--- src/rtl/serial_mag_compare_ctrl_pkg.sv ---
// Shared definitions for the serial magnitude comparator: state encoding and width check.
package serial_mag_compare_ctrl_pkg;

  localparam int unsigned STATE_W = 2;

  localparam logic [STATE_W-1:0] ST_IDLE  = 2'd0;
  localparam logic [STATE_W-1:0] ST_SHIFT = 2'd1;
  localparam logic [STATE_W-1:0] ST_DONE  = 2'd2;

  typedef enum logic [STATE_W-1:0] {
    IDLE  = ST_IDLE,
    SHIFT = ST_SHIFT,
    DONE  = ST_DONE
  } state_t;

  localparam int unsigned WIDTH_MIN = 2;

  // Operands narrower than two bits leave nothing to sequence.
  function automatic bit width_ok(input int unsigned w);
    return (w >= WIDTH_MIN);
  endfunction

endpackage

--- src/rtl/serial_mag_compare_ctrl_bit_compare_cell.sv ---
// Single-bit magnitude compare cell; exactly one output is high for any input pair.
module bit_compare_cell
  import serial_mag_compare_ctrl_pkg::*;
(
  input  logic a,
  input  logic b,
  output logic gt,
  output logic lt,
  output logic eq
);

  // Pure decode of the two operand bits.
  always_comb begin
    gt = a & ~b;
    lt = ~a & b;
    eq = ~(a ^ b);
  end

endmodule

--- src/rtl/serial_mag_compare_ctrl.sv ---
// Sequences one shared bit_compare_cell over two operands, MSB first, with early exit
// on the first differing bit and a start/done handshake.
module serial_mag_compare_ctrl
  import serial_mag_compare_ctrl_pkg::*;
#(
  parameter int unsigned WIDTH = 8
) (
  input  logic             clk,
  input  logic             rst_n,
  input  logic             start,
  input  logic [WIDTH-1:0] a,
  input  logic [WIDTH-1:0] b,
  output logic             busy,
  output logic             done,
  output logic             gt,
  output logic             lt,
  output logic             eq
);

  localparam int unsigned CNT_W = $clog2(WIDTH);

  if (!width_ok(WIDTH)) begin : g_width_chk
    $error("serial_mag_compare_ctrl: WIDTH must be at least 2");
  end

  state_t             state;
  logic [WIDTH-1:0]   sa;
  logic [WIDTH-1:0]   sb;
  logic [CNT_W-1:0]   cnt;
  logic               cell_gt;
  logic               cell_lt;
  logic               cell_eq;

  bit_compare_cell u_cell (
    .a  (sa[WIDTH-1]),
    .b  (sb[WIDTH-1]),
    .gt (cell_gt),
    .lt (cell_lt),
    .eq (cell_eq)
  );

  // Control FSM with the operand shifters, bit counter and registered result flags.
  always_ff @(posedge clk) begin
    if (!rst_n) begin
      state <= IDLE;
      sa    <= '0;
      sb    <= '0;
      cnt   <= '0;
      busy  <= 1'b0;
      done  <= 1'b0;
      gt    <= 1'b0;
      lt    <= 1'b0;
      eq    <= 1'b0;
    end else begin
      done <= 1'b0;
      unique case (state)
        IDLE: begin
          if (start) begin
            sa    <= a;
            sb    <= b;
            cnt   <= CNT_W'(WIDTH - 1);
            gt    <= 1'b0;
            lt    <= 1'b0;
            eq    <= 1'b0;
            busy  <= 1'b1;
            state <= SHIFT;
          end
        end
        SHIFT: begin
          if (cell_gt) begin
            gt    <= 1'b1;
            done  <= 1'b1;
            state <= DONE;
          end else if (cell_lt) begin
            lt    <= 1'b1;
            done  <= 1'b1;
            state <= DONE;
          end else if (cell_eq && (cnt == '0)) begin
            eq    <= 1'b1;
            done  <= 1'b1;
            state <= DONE;
          end else begin
            sa  <= {sa[WIDTH-2:0], 1'b0};
            sb  <= {sb[WIDTH-2:0], 1'b0};
            cnt <= cnt - CNT_W'(1);
          end
        end
        DONE: begin
          busy  <= 1'b0;
          state <= IDLE;
        end
        default: begin
          busy  <= 1'b0;
          state <= IDLE;
        end
      endcase
    end
  end

endmodule

--- config.mk ---
export PLATFORM = sky130hd
export DESIGN_NAME = serial_mag_compare_ctrl
export DESIGN_NICKNAME = d
export VERILOG_FILES = /design/src/rtl/serial_mag_compare_ctrl_pkg.sv /design/src/rtl/serial_mag_compare_ctrl_bit_compare_cell.sv /design/src/rtl/serial_mag_compare_ctrl.sv
export SDC_FILE = /design/constraint.sdc
export NUM_CORES = 1
export LEC_CHECK = 0
export BUFFER_PORTS_ARGS = -buffer_cell sky130_fd_sc_hd__buf_2
export CAP_MARGIN = 20
export CORE_MARGIN = 4
export CORE_UTILIZATION = 50
export DETAILED_ROUTE_END_ITERATION = 6
export GPL_TIMING_DRIVEN = 1
export PLACE_DENSITY = 0.76
export SLEW_MARGIN = 25
export SYNTH_ARGS = -nofsm -noshare
export SYNTH_HDL_FRONTEND = slang
export SYNTH_HIERARCHICAL = 1
export SYNTH_SLANG_ARGS = --single-unit
--- constraint.sdc ---
create_clock -name clk -period 2.5 [get_ports clk]
set_input_delay 0.5 -clock clk [delete_from_list [all_inputs] [get_ports clk]]
set_output_delay 0.5 -clock clk [all_outputs]
set_load 0.02 [all_outputs]
==> results of run 1 <==
[routing by layer]
metal  part of all wire (%)  up-vias  global-route usage (%)
met5                      0        -                       0
li1                       -      525                       -
met2                     46       25                    28.4
met3                    4.8        5                    2.34
met1                     48      492                    21.6
met4                    1.4        0                    5.88
[synth_stat cells, drive strengths merged]
master	count	area, um2
a211oi	32	315
dfxtp	26	521
mux2i	14	140
buf	9	85.1
inv	8	30.0
nor3	6	30.0
a21oi	4	20.0
ha	4	50.1
nand2	3	11.3
a211o	2	18.8
a21o	2	22.5
clkbuf	2	7.51
nor2	2	7.51
a22oi	1	7.51
a31oi	1	6.26
a32oi	1	8.76
and2	1	7.51
and2b	1	8.76
and3b	1	8.76
and4	1	10.0
clkinv	1	3.75
nand2b	1	6.26
nand3b	1	7.51
nor3b	1	12.5
nor4b	1	23.8
o21a	1	7.51
or3b	1	8.76
[per-stage QoR]
stage,util [%],cells,area (um2),hold WS [ps]
after detailed placement,58.1,176,1490,482
after floorplan,-,128,1390,462
after CTS,59.5,180,1530,400
final,59.5,180,1530,398
after global routing,59.5,180,1530,401
after global placement,58.1,176,1490,465
[state kept, by name (all words and copies together) (netlist names)]
name	count
done	1
cnt	3
sa	8
gt	1
lt	1
sb	8
eq	1
busy	1
state	2
[how the worst max path moves through the flow]
stage	endpoint	cells past startpoint
final	sa[7]	6
after global routing	sa[0]	6
after CTS	sa[0]	6
after detailed placement	sb[6]	6
after global placement	sb[5]	6
after floorplan	sa[3]	7
[cell type report]
cell class,count,area share (%)
Tap cell,30,2.46
Clock buffer,4,2.38
Inverter,9,2.21
Sequential cell,26,34.1
Timing Repair Buffer,29,10.5
Multi-Input combinational cell,82,48.4
[report_power, final]
part | internal, W | switching, W | leakage [nW]
Clock | 0.0000892 | 0.000126 | 0.0210
Combinational | 0.000182 | 0.000242 | 0.426
Sequential | 0.000478 | 0.0000403 | 0.215
Total | 0.000749 | 0.000408 | 0.662
[worst max-delay path: cells and delay by family, from the launching register on]
kind,cells,cell delay (ps)
simple gates,1,290
buf+inv,2,360
fa+ha+maj,1,340
compound gates,2,350
flops,1,390
[kinds of logic (layout without fill, tap and decap cells)]
logic type | after synthesis | count (layout) | synth area share [%]
compound gates | 44 | 44 | 29.3
fa+ha+maj | 4 | 4 | 3.61
buf+inv | 20 | 42 | 9.12
flops | 26 | 26 | 37.5
mux | 14 | 14 | 10.1
simple gates | 20 | 20 | 10.3
==> qor.txt, run 1 <==
Max Fclk -> 542 MHz
FF+latch count, synth -> 26
CP Data Arrival Time -> 2060 ps
Vias in the first global route -> 1105
# fillers -> 233
R2R depth -> 6
Setup Viol. Count Final -> 0
Crit Path Class -> flip-flop to flip-flop
Initial core utilization -> 54.0%
Crit-path cells -> inv_1, ha_1, nand3b_1, buf_4, a211oi_1, a211oi_2
Grt ovf -> 0
Root buffer cell -> clkbuf_4
Final period util -> 73.8%
Tot GR Track Use -> 16.7%
Drt via density -> 5.82
FF+latch area -> 520 um2
CTS clk-pin slew, worst paths -> 150 ps
DR WL/cell -> 15.6 um
Vias -> 1047
Syn Std Cell Area -> 1390 um2
DRT Wirelength -> 2.80 mm
Yosys warns -> 6
Clk Latency, worst-skew pair -> 330 ps
First-pass GRT wire length -> 4.73 mm
Most common cell after layout, fill and taps aside -> dfxtp_1
FF-to-FF End -> sa[7]
Max Buffers Root-to-Sink -> 2
Post-route setup TNS -> 0 ps
Synth unique cells -> 32
Initial detailed-routing violation count -> 27
Hold path depth -> 3
Syn_area_per_cell -> 10.8 um2
Cts bufs inserted -> 3
Die W -> 60.7 um
DPL Wire Length -> 1.96 mm
# port buffers -> 23
Cts hold-fix bufs -> 0
Largest net degree at the start of global routing -> 26
Area of the multi-input gates -> 739 um2
Initial antenna violation count -> 0
Final Skew -> 11.3 ps
Hold Fails Final Rpt -> 0
Status -> completed
Peak fanout along the critical path -> 12
Cell Rows -> 18
Post-CTS resize count -> 0
First-pass detailed-route iteration total -> 4
P per Cell Area -> 758 nW/um2
MaxCap Viol Count -> 0
Syn Nets -> 151
Synthesized instance count -> 128
Slew @ Worst Pin -> 661 ps
Clock sink count -> 26
Slew headroom -> 55.7%
Delay of the slowest critical-path stage -> 390 ps
Min-delay src -> a[0]
Most frequent cells in the layout -> dfxtp_1 (26), buf_2 (23), a211oi_1 (17), a211oi_2 (15), mux2i_1 (14)
Max VDD drop -> 0.520 mV
Die height -> 60.7 um
R2r setup slk -> 660 ps
Final Critical Period -> 1840 ps
CTS tree -> yes
Static Leak -> 0.662 nW
Worst Path Required -> 2710 ps
Layout cells sized above 1 -> 37.3%
Worst setup path start -> sa[7]
CP Capture Type -> flip-flop
Final Wtd Congestion -> 0.775
Core ar. -> 2570 um2
H-tree Lvls -> 1
CP max stage cell -> dfxtp_1
Unrepaired setup endpoints after global routing -> false
Final setup margin -> 656 ps
Area growth syn-to-layout -> 10.2%
Setup WS pre-CTS -> 678 ps
Antenna fix cells -> 0
Hold EP -> sa[0]
Setup Buffers After CTS -> 0
Antenna violation net count after detailed routing -> 0
Total Die Area -> 3680 um2
DR DRC count -> 0
# IOs -> 24
Startpoint types -> flip-flop
Final Slew Violations -> 0
Overall Power -> 0.00116 W
Worst min path class -> input port to flip-flop
Post-synthesis sequential area ratio -> 37.5%
Reg-to-Reg Start -> sa[7]
Nets -> 174
Note: power is estimated with default switching activity, not from simulation.
==> inputs of run 2 (changes only) <==
==> constraint.sdc (replaced) <==
create_clock -name clk -period 1.8 [get_ports clk]
set_input_delay 0.36 -clock clk [delete_from_list [all_inputs] [get_ports clk]]
set_output_delay 0.36 -clock clk [all_outputs]
set_load 0.02 [all_outputs]
==> run 2 against run 1 <==
Non-clock buffer count grew 5. Die area is the same. Clock skew is essentially flat. Critical endpoint is now sb[2]. Critical path type unchanged. Routed wire length grew 1.1%. Critical path depth is the same. Clock-buffer cell count shrank 1.
==> qor.txt, run 2 (synthesis gave the netlist of run 1 again) <==
Core ar. -> 2570 um2 (unchanged)
Post-layout instance area -> 1560 um2 (was 1530 um2)
Most common cell after layout, fill and taps aside -> dfxtp_1 (unchanged)
Overall Power -> 0.00158 W (was 0.00116 W)
# IOs -> 24 (unchanged)
Initial detailed-routing violation count -> 24 (was 27)
Clk Latency, worst-skew pair -> 310 ps (was 330 ps)
H-tree Lvls -> 1 (unchanged)
Largest net degree at the start of global routing -> 17 (was 26)
CP Data Arrival Time -> 1910 ps (was 2060 ps)
CP Buf/Inv Count -> 2 (unchanged)
MaxCap Viol Count -> 0 (unchanged)
Worst Path Required -> 2030 ps (was 2710 ps)
Initial antenna violation count -> 0 (unchanged)
Largest regs -> sa x8, sb x8, cnt x3 (unchanged)
Crit Path Class -> flip-flop to flip-flop (unchanged)
Final Wtd Congestion -> 0.776 (was 0.775)
DRT Wirelength -> 2.83 mm (was 2.80 mm)
Setup Viol. Count Final -> 0 (unchanged)
Static Leak -> 0.685 nW (was 0.662 nW)
Final period util -> 93.7% (was 73.8%)
Vias -> 1076 (was 1047)
Tot GR Track Use -> 16.8% (was 16.7%)
Cts bufs inserted -> 3 (unchanged)
Max Fclk -> 593 MHz (was 542 MHz)
Die W -> 60.7 um (unchanged)
CTS tree -> yes (unchanged)
Cts hold-fix bufs -> 0 (unchanged)
CP Capture Type -> flip-flop (unchanged)
Max VDD drop -> 0.576 mV (was 0.520 mV)
Most frequent cells in the layout -> dfxtp_1 (26), buf_2 (23), a211oi_1 (17), a211oi_2 (15), mux2i_1 (14) (unchanged)
Unrepaired setup endpoints after global routing -> false (unchanged)
Post-route setup TNS -> 0 ps (unchanged)
DPL Wire Length -> 2.20 mm (was 1.96 mm)
Initial core utilization -> 54.0% (unchanged)
Antenna fix cells -> 0 (unchanged)
# fillers -> 235 (was 233)
Max Buffers Root-to-Sink -> 2 (unchanged)
First-pass GRT wire length -> 4.73 mm (about the same)
Root buffer cell -> clkbuf_4 (unchanged)
Vias in the first global route -> 1072 (was 1105)
Drt via density -> 5.85 (was 5.82)
Setup Buffers After CTS -> 0 (unchanged)
Layout cells sized above 1 -> 39.0% (was 37.3%)
Crit-path cells -> inv_1, ha_1, nor4b_4, buf_4, a211oi_1, a211oi_2 (was inv_1, ha_1, nand3b_1, buf_4, a211oi_1, a211oi_2)
DR DRC count -> 0 (unchanged)
Area of the multi-input gates -> 739 um2 (unchanged)
Area after DPL -> 1540 um2 (was 1490 um2)
Slew headroom -> 74.6% (was 55.7%)
Delay of the slowest critical-path stage -> 400 ps (was 390 ps)
Final Critical Period -> 1690 ps (was 1840 ps)
Final Skew -> 11.7 ps (was 11.3 ps)
Top delay family on crit path -> simple AND/OR/NAND/NOR gates (was flip-flops)
Slew @ Worst Pin -> 379 ps (was 661 ps)
# port buffers -> 23 (unchanged)
Post-CTS resize count -> 0 (unchanged)
Die height -> 60.7 um (unchanged)
FF+latch area -> 520 um2 (unchanged)
Status -> completed (unchanged)
Clock sink count -> 26 (unchanged)
Final setup margin -> 114 ps (was 656 ps)
CP max stage cell -> nor4b_4 (was dfxtp_1)
P per Cell Area -> 1010 nW/um2 (was 758 nW/um2)
Peak fanout along the critical path -> 9 (was 12)
Total Die Area -> 3680 um2 (unchanged)
Final Slew Violations -> 0 (unchanged)
Nets -> 179 (was 174)
First-pass detailed-route iteration total -> 4 (unchanged)
Setup WS pre-CTS -> 125 ps (was 678 ps)
Hold Fails Final Rpt -> 0 (unchanged)
DR WL/cell -> 15.4 um (was 15.6 um)
Startpoint types -> flip-flop (unchanged)
Area growth syn-to-layout -> 12.8% (was 10.2%)
Antenna violation net count after detailed routing -> 0 (unchanged)
Grt ovf -> 0 (unchanged)
Cell Rows -> 18 (unchanged)
Worst min path class -> input port to flip-flop (unchanged)
CTS clk-pin slew, worst paths -> 120 ps (was 150 ps)
## run 2: area by class of cell
class	instances	area share (%)
multi-input cells	82	47.3
repair buffers	34	13.4
flip-flops and latches	26	33.3
clock buffers	3	1.44
inverters	9	2.16
well taps	30	2.40
## run 2: layer usage
layer  up-vias  part of all wire (%)  global-route usage [%]  routed length [um]
li1        534                     -                       -                   -
met1       502                    47                    21.2                1320
met3         2                   5.2                    2.55                 147
met4         0                  0.78                    4.64                  22
met2        38                    47                    29.8                1340
met5         -                     0                       0                   0
## run 2: report_power, final
group	switching [W]	total (W)	internal [W]
Combinational	0.000340	0.000623	0.000283
Sequential	0.0000591	0.000723	0.000664
Clock	0.000160	0.000238	0.0000780
Total	0.000559	0.00158	0.00103
## run 2: stage by stage
| step | instances | utilization (%) | hold WS, ps |
|---|---|---|---|
| after floorplan | 128 | - | 462 |
| after global placement | 181 | 60.0 | 476 |
| after detailed placement | 181 | 60.0 | 489 |
| after CTS | 184 | 60.9 | 282 |
| after global routing | 184 | 60.9 | 279 |
| final | 184 | 60.9 | 290 |
## run 2: worst reg2reg max path: stages, from the launching register on
cell and delay [ps]:
dfxtp_1 380, inv_1 50, ha_1 240, nor4b_4 400, buf_4 240, a211oi_1 100
a211oi_2 210
## run 2: path summary, 6_finish.rpt
kind | depth (start not counted) | slack (ps) | startpoint | end
setup / recovery | 6 | 110 | sa[7] | sb[2]
hold / removal | 2 | 290 | rst_n | state[0]
setup reg to reg | 6 | 110 | sa[7] | sb[2]
hold reg to reg | 1 | 520 | cnt[0] | cnt[0]
==> inputs of run 3 (changes only) <==
--- a/config.mk
+++ b/config.mk
@@ -7,6 +7,7 @@
 export LEC_CHECK = 0
 export BUFFER_PORTS_ARGS = -buffer_cell sky130_fd_sc_hd__buf_2
 export CAP_MARGIN = 20
+export CORE_ASPECT_RATIO = 0.9
 export CORE_MARGIN = 4
 export CORE_UTILIZATION = 50
 export DETAILED_ROUTE_END_ITERATION = 6
==> run 3 against run 2 <==
First-iteration DRC count rose by 140%. Die area barely moved. Global-route usage fell by 0.43 points. Critical endpoint is now sb[5]. Via count rose by 0.37%. Combinational power rose by 3%. Sequential share of layout area fell by 0.42 points. Highest routed layer unchanged. Largest cell class unchanged. Non-clock buffer count fell by 3. Final cell count fell by 1.6%. Critical path type unchanged. Clock-buffer cell count rose by 1. Clock skew fell by 4.4 ps.
==> qor.txt, run 3 (synthesis gave the netlist of run 1 again) <==
DPL Wire Length -> 2.05 mm (was 2.20 mm)
Worst min path class -> input port to flip-flop (unchanged)
Startpoint types -> flip-flop (unchanged)
# fillers -> 211 (was 235)
Final Skew -> 7.35 ps (was 11.7 ps)
Min-delay src -> b[0] (was rst_n)
Drt via density -> 5.97 (was 5.85)
Max Fclk -> 574 MHz (was 593 MHz)
Crit-path cells -> inv_1, ha_1, nor4b_4, buf_12, a21o_2, a211oi_2 (was inv_1, ha_1, nor4b_4, buf_4, a211oi_1, a211oi_2)
Initial core utilization -> 54.3% (was 54.0%)
Antenna violation net count after detailed routing -> 0 (unchanged)
P per Cell Area -> 1050 nW/um2 (was 1010 nW/um2)
R2r setup slk -> 60 ps (was 110 ps)
CP max stage cell -> dfxtp_1 (was nor4b_4)
H-tree Lvls -> 1 (unchanged)
Hold path depth -> 3 (was 2)
Delay of the slowest critical-path stage -> 390 ps (was 400 ps)
First-pass GRT wire length -> 4.87 mm (was 4.73 mm)
CTS tree -> yes (unchanged)
Most frequent cells in the layout -> dfxtp_1 (26), buf_2 (23), a211oi_2 (17), a211oi_1 (15), mux2i_1 (14) (was dfxtp_1 (26), buf_2 (23), a211oi_1 (17), a211oi_2 (15), mux2i_1 (14))
Hold Fails Final Rpt -> 0 (unchanged)
Slew headroom -> 74.5% (was 74.6%)
FF+latch area -> 520 um2 (unchanged)
Area growth syn-to-layout -> 14.3% (was 12.8%)
Area of the multi-input gates -> 758 um2 (was 739 um2)
Initial antenna violation count -> 0 (unchanged)
Utilization after layout -> 62.1% (was 60.9%)
Most common cell after layout, fill and taps aside -> dfxtp_1 (unchanged)
CP Capture Type -> flip-flop (unchanged)
Setup WS pre-CTS -> 100 ps (was 125 ps)
Nets -> 177 (was 179)
Reg-to-Reg Start -> sa[7] (unchanged)
Largest net degree at the start of global routing -> 24 (was 17)
Post-CTS resize count -> 0 (unchanged)
Area after DPL -> 1530 um2 (was 1540 um2)
Crit Path Class -> flip-flop to flip-flop (unchanged)
Max VDD drop -> 0.750 mV (was 0.576 mV)
Unrepaired setup endpoints after global routing -> true (was false)
Cts hold-fix bufs -> 0 (unchanged)
CP Data Arrival Time -> 1960 ps (was 1910 ps)
Hold EP -> sb[0] (was state[0])
FF-to-FF End -> sb[5] (was sb[2])
Status -> completed (unchanged)
CTS clk-pin slew, worst paths -> 140 ps (was 120 ps)
Final Slew Violations -> 0 (unchanged)
DR DRC count -> 0 (unchanged)
Grt ovf -> 0 (unchanged)
Post-layout instance area -> 1580 um2 (was 1560 um2)
Layout cells sized above 1 -> 39.9% (was 39.0%)
Final setup margin -> 56.4 ps (was 114 ps)
Peak fanout along the critical path -> 24 (was 9)
Static Leak -> 0.688 nW (was 0.685 nW)
Cts bufs inserted -> 3 (unchanged)
Cell Rows -> 17 (was 18)
Die height -> 58.0 um (was 60.7 um)
Setup Viol. Count Final -> 0 (unchanged)
Vias -> 1080 (was 1076)
Setup Buffers After CTS -> 0 (unchanged)
R2R depth -> 6 (unchanged)
Final period util -> 96.9% (was 93.7%)
Core ar. -> 2550 um2 (was 2570 um2)
Clk Latency, worst-skew pair -> 330 ps (was 310 ps)
Slew @ Worst Pin -> 381 ps (was 379 ps)
Largest regs -> sa x8, sb x8, cnt x3 (unchanged)
DR WL/cell -> 16.2 um (was 15.4 um)
Worst Path Required -> 2020 ps (was 2030 ps)
Max Buffers Root-to-Sink -> 2 (unchanged)
MaxCap Viol Count -> 0 (unchanged)
# IOs -> 24 (unchanged)
Die W -> 63.5 um (was 60.7 um)
# port buffers -> 23 (unchanged)
Final Wtd Congestion -> 0.771 (was 0.776)
DRT Wirelength -> 2.94 mm (was 2.83 mm)
First-pass detailed-route iteration total -> 4 (unchanged)
Root buffer cell -> clkbuf_4 (unchanged)
Antenna fix cells -> 0 (unchanged)
Final Critical Period -> 1740 ps (was 1690 ps)
Initial detailed-routing violation count -> 58 (was 24)
Clock sink count -> 26 (unchanged)
Total Die Area -> 3680 um2 (about the same)
Vias in the first global route -> 1052 (was 1072)
Final hold slack -> 265 ps (was 290 ps)
Tot GR Track Use -> 16.4% (was 16.8%)
## run 3: worst max path at each step
stage / cells after the start / slack (ps) / to / start
3_3_place_gp: 6 / 160 / sb[1] / sa[7]
5_1_grt: 6 / -10 / sa[3] / sa[7]
4_1_cts: 6 / 70 / state[0] / sa[7]
3_5_place_dp: 6 / 100 / sb[7] / sa[7]
6_report: 6 / 60 / sb[5] / sa[7]
2_1_floorplan: 7 / 230 / sa[3] / sa[7]
## run 3: where the power goes
part           leakage (nW)  internal (W)  switching [W]
Combinational         0.452      0.000290       0.000351
Sequential            0.215      0.000664      0.0000617
Clock                0.0210      0.000124       0.000174
## run 3: worst max-delay path: cells and delay by family, from the launching register on
kind,cells,cell delay (ps)
adders and majority gates,1,250
DFF,1,390
AOI/OAI and AO/OA,2,400
buffers and inverters,2,270
and+or+nand+nor,1,330
## run 3: area by class of cell
class,instances,share of cell area (%)
timing repair buffer,31,12.6
inverter,9,2.13
sequential,26,32.9
tap,28,2.21
clock buffer,4,2.29
multi-input combinational,83,47.9
## run 3: metal layers
| layer | part of all wire (%) | track usage [%] | vias to the layer above | wire (um) |
|---|---|---|---|---|
| li1 | - | - | 532 | - |
| met1 | 46 | 20.8 | 514 | 1370 |
| met2 | 47 | 26.5 | 32 | 1390 |
| met3 | 5.5 | 5.43 | 2 | 161 |
| met4 | 0.78 | 5.23 | 0 | 23 |
| met5 | 0 | 0 | - | 0 |
## run 3: stage by stage
stage / total power [W] / setup TNS, ps / cells
floorplan: 0.00123 / 0 / 128
finish: 0.00166 / 0 / 181
global route: 0.00178 / -39.6 / 181
detailed placement: 0.00135 / 0 / 176
CTS: 0.00165 / 0 / 180
global placement: 0.00133 / 0 / 176
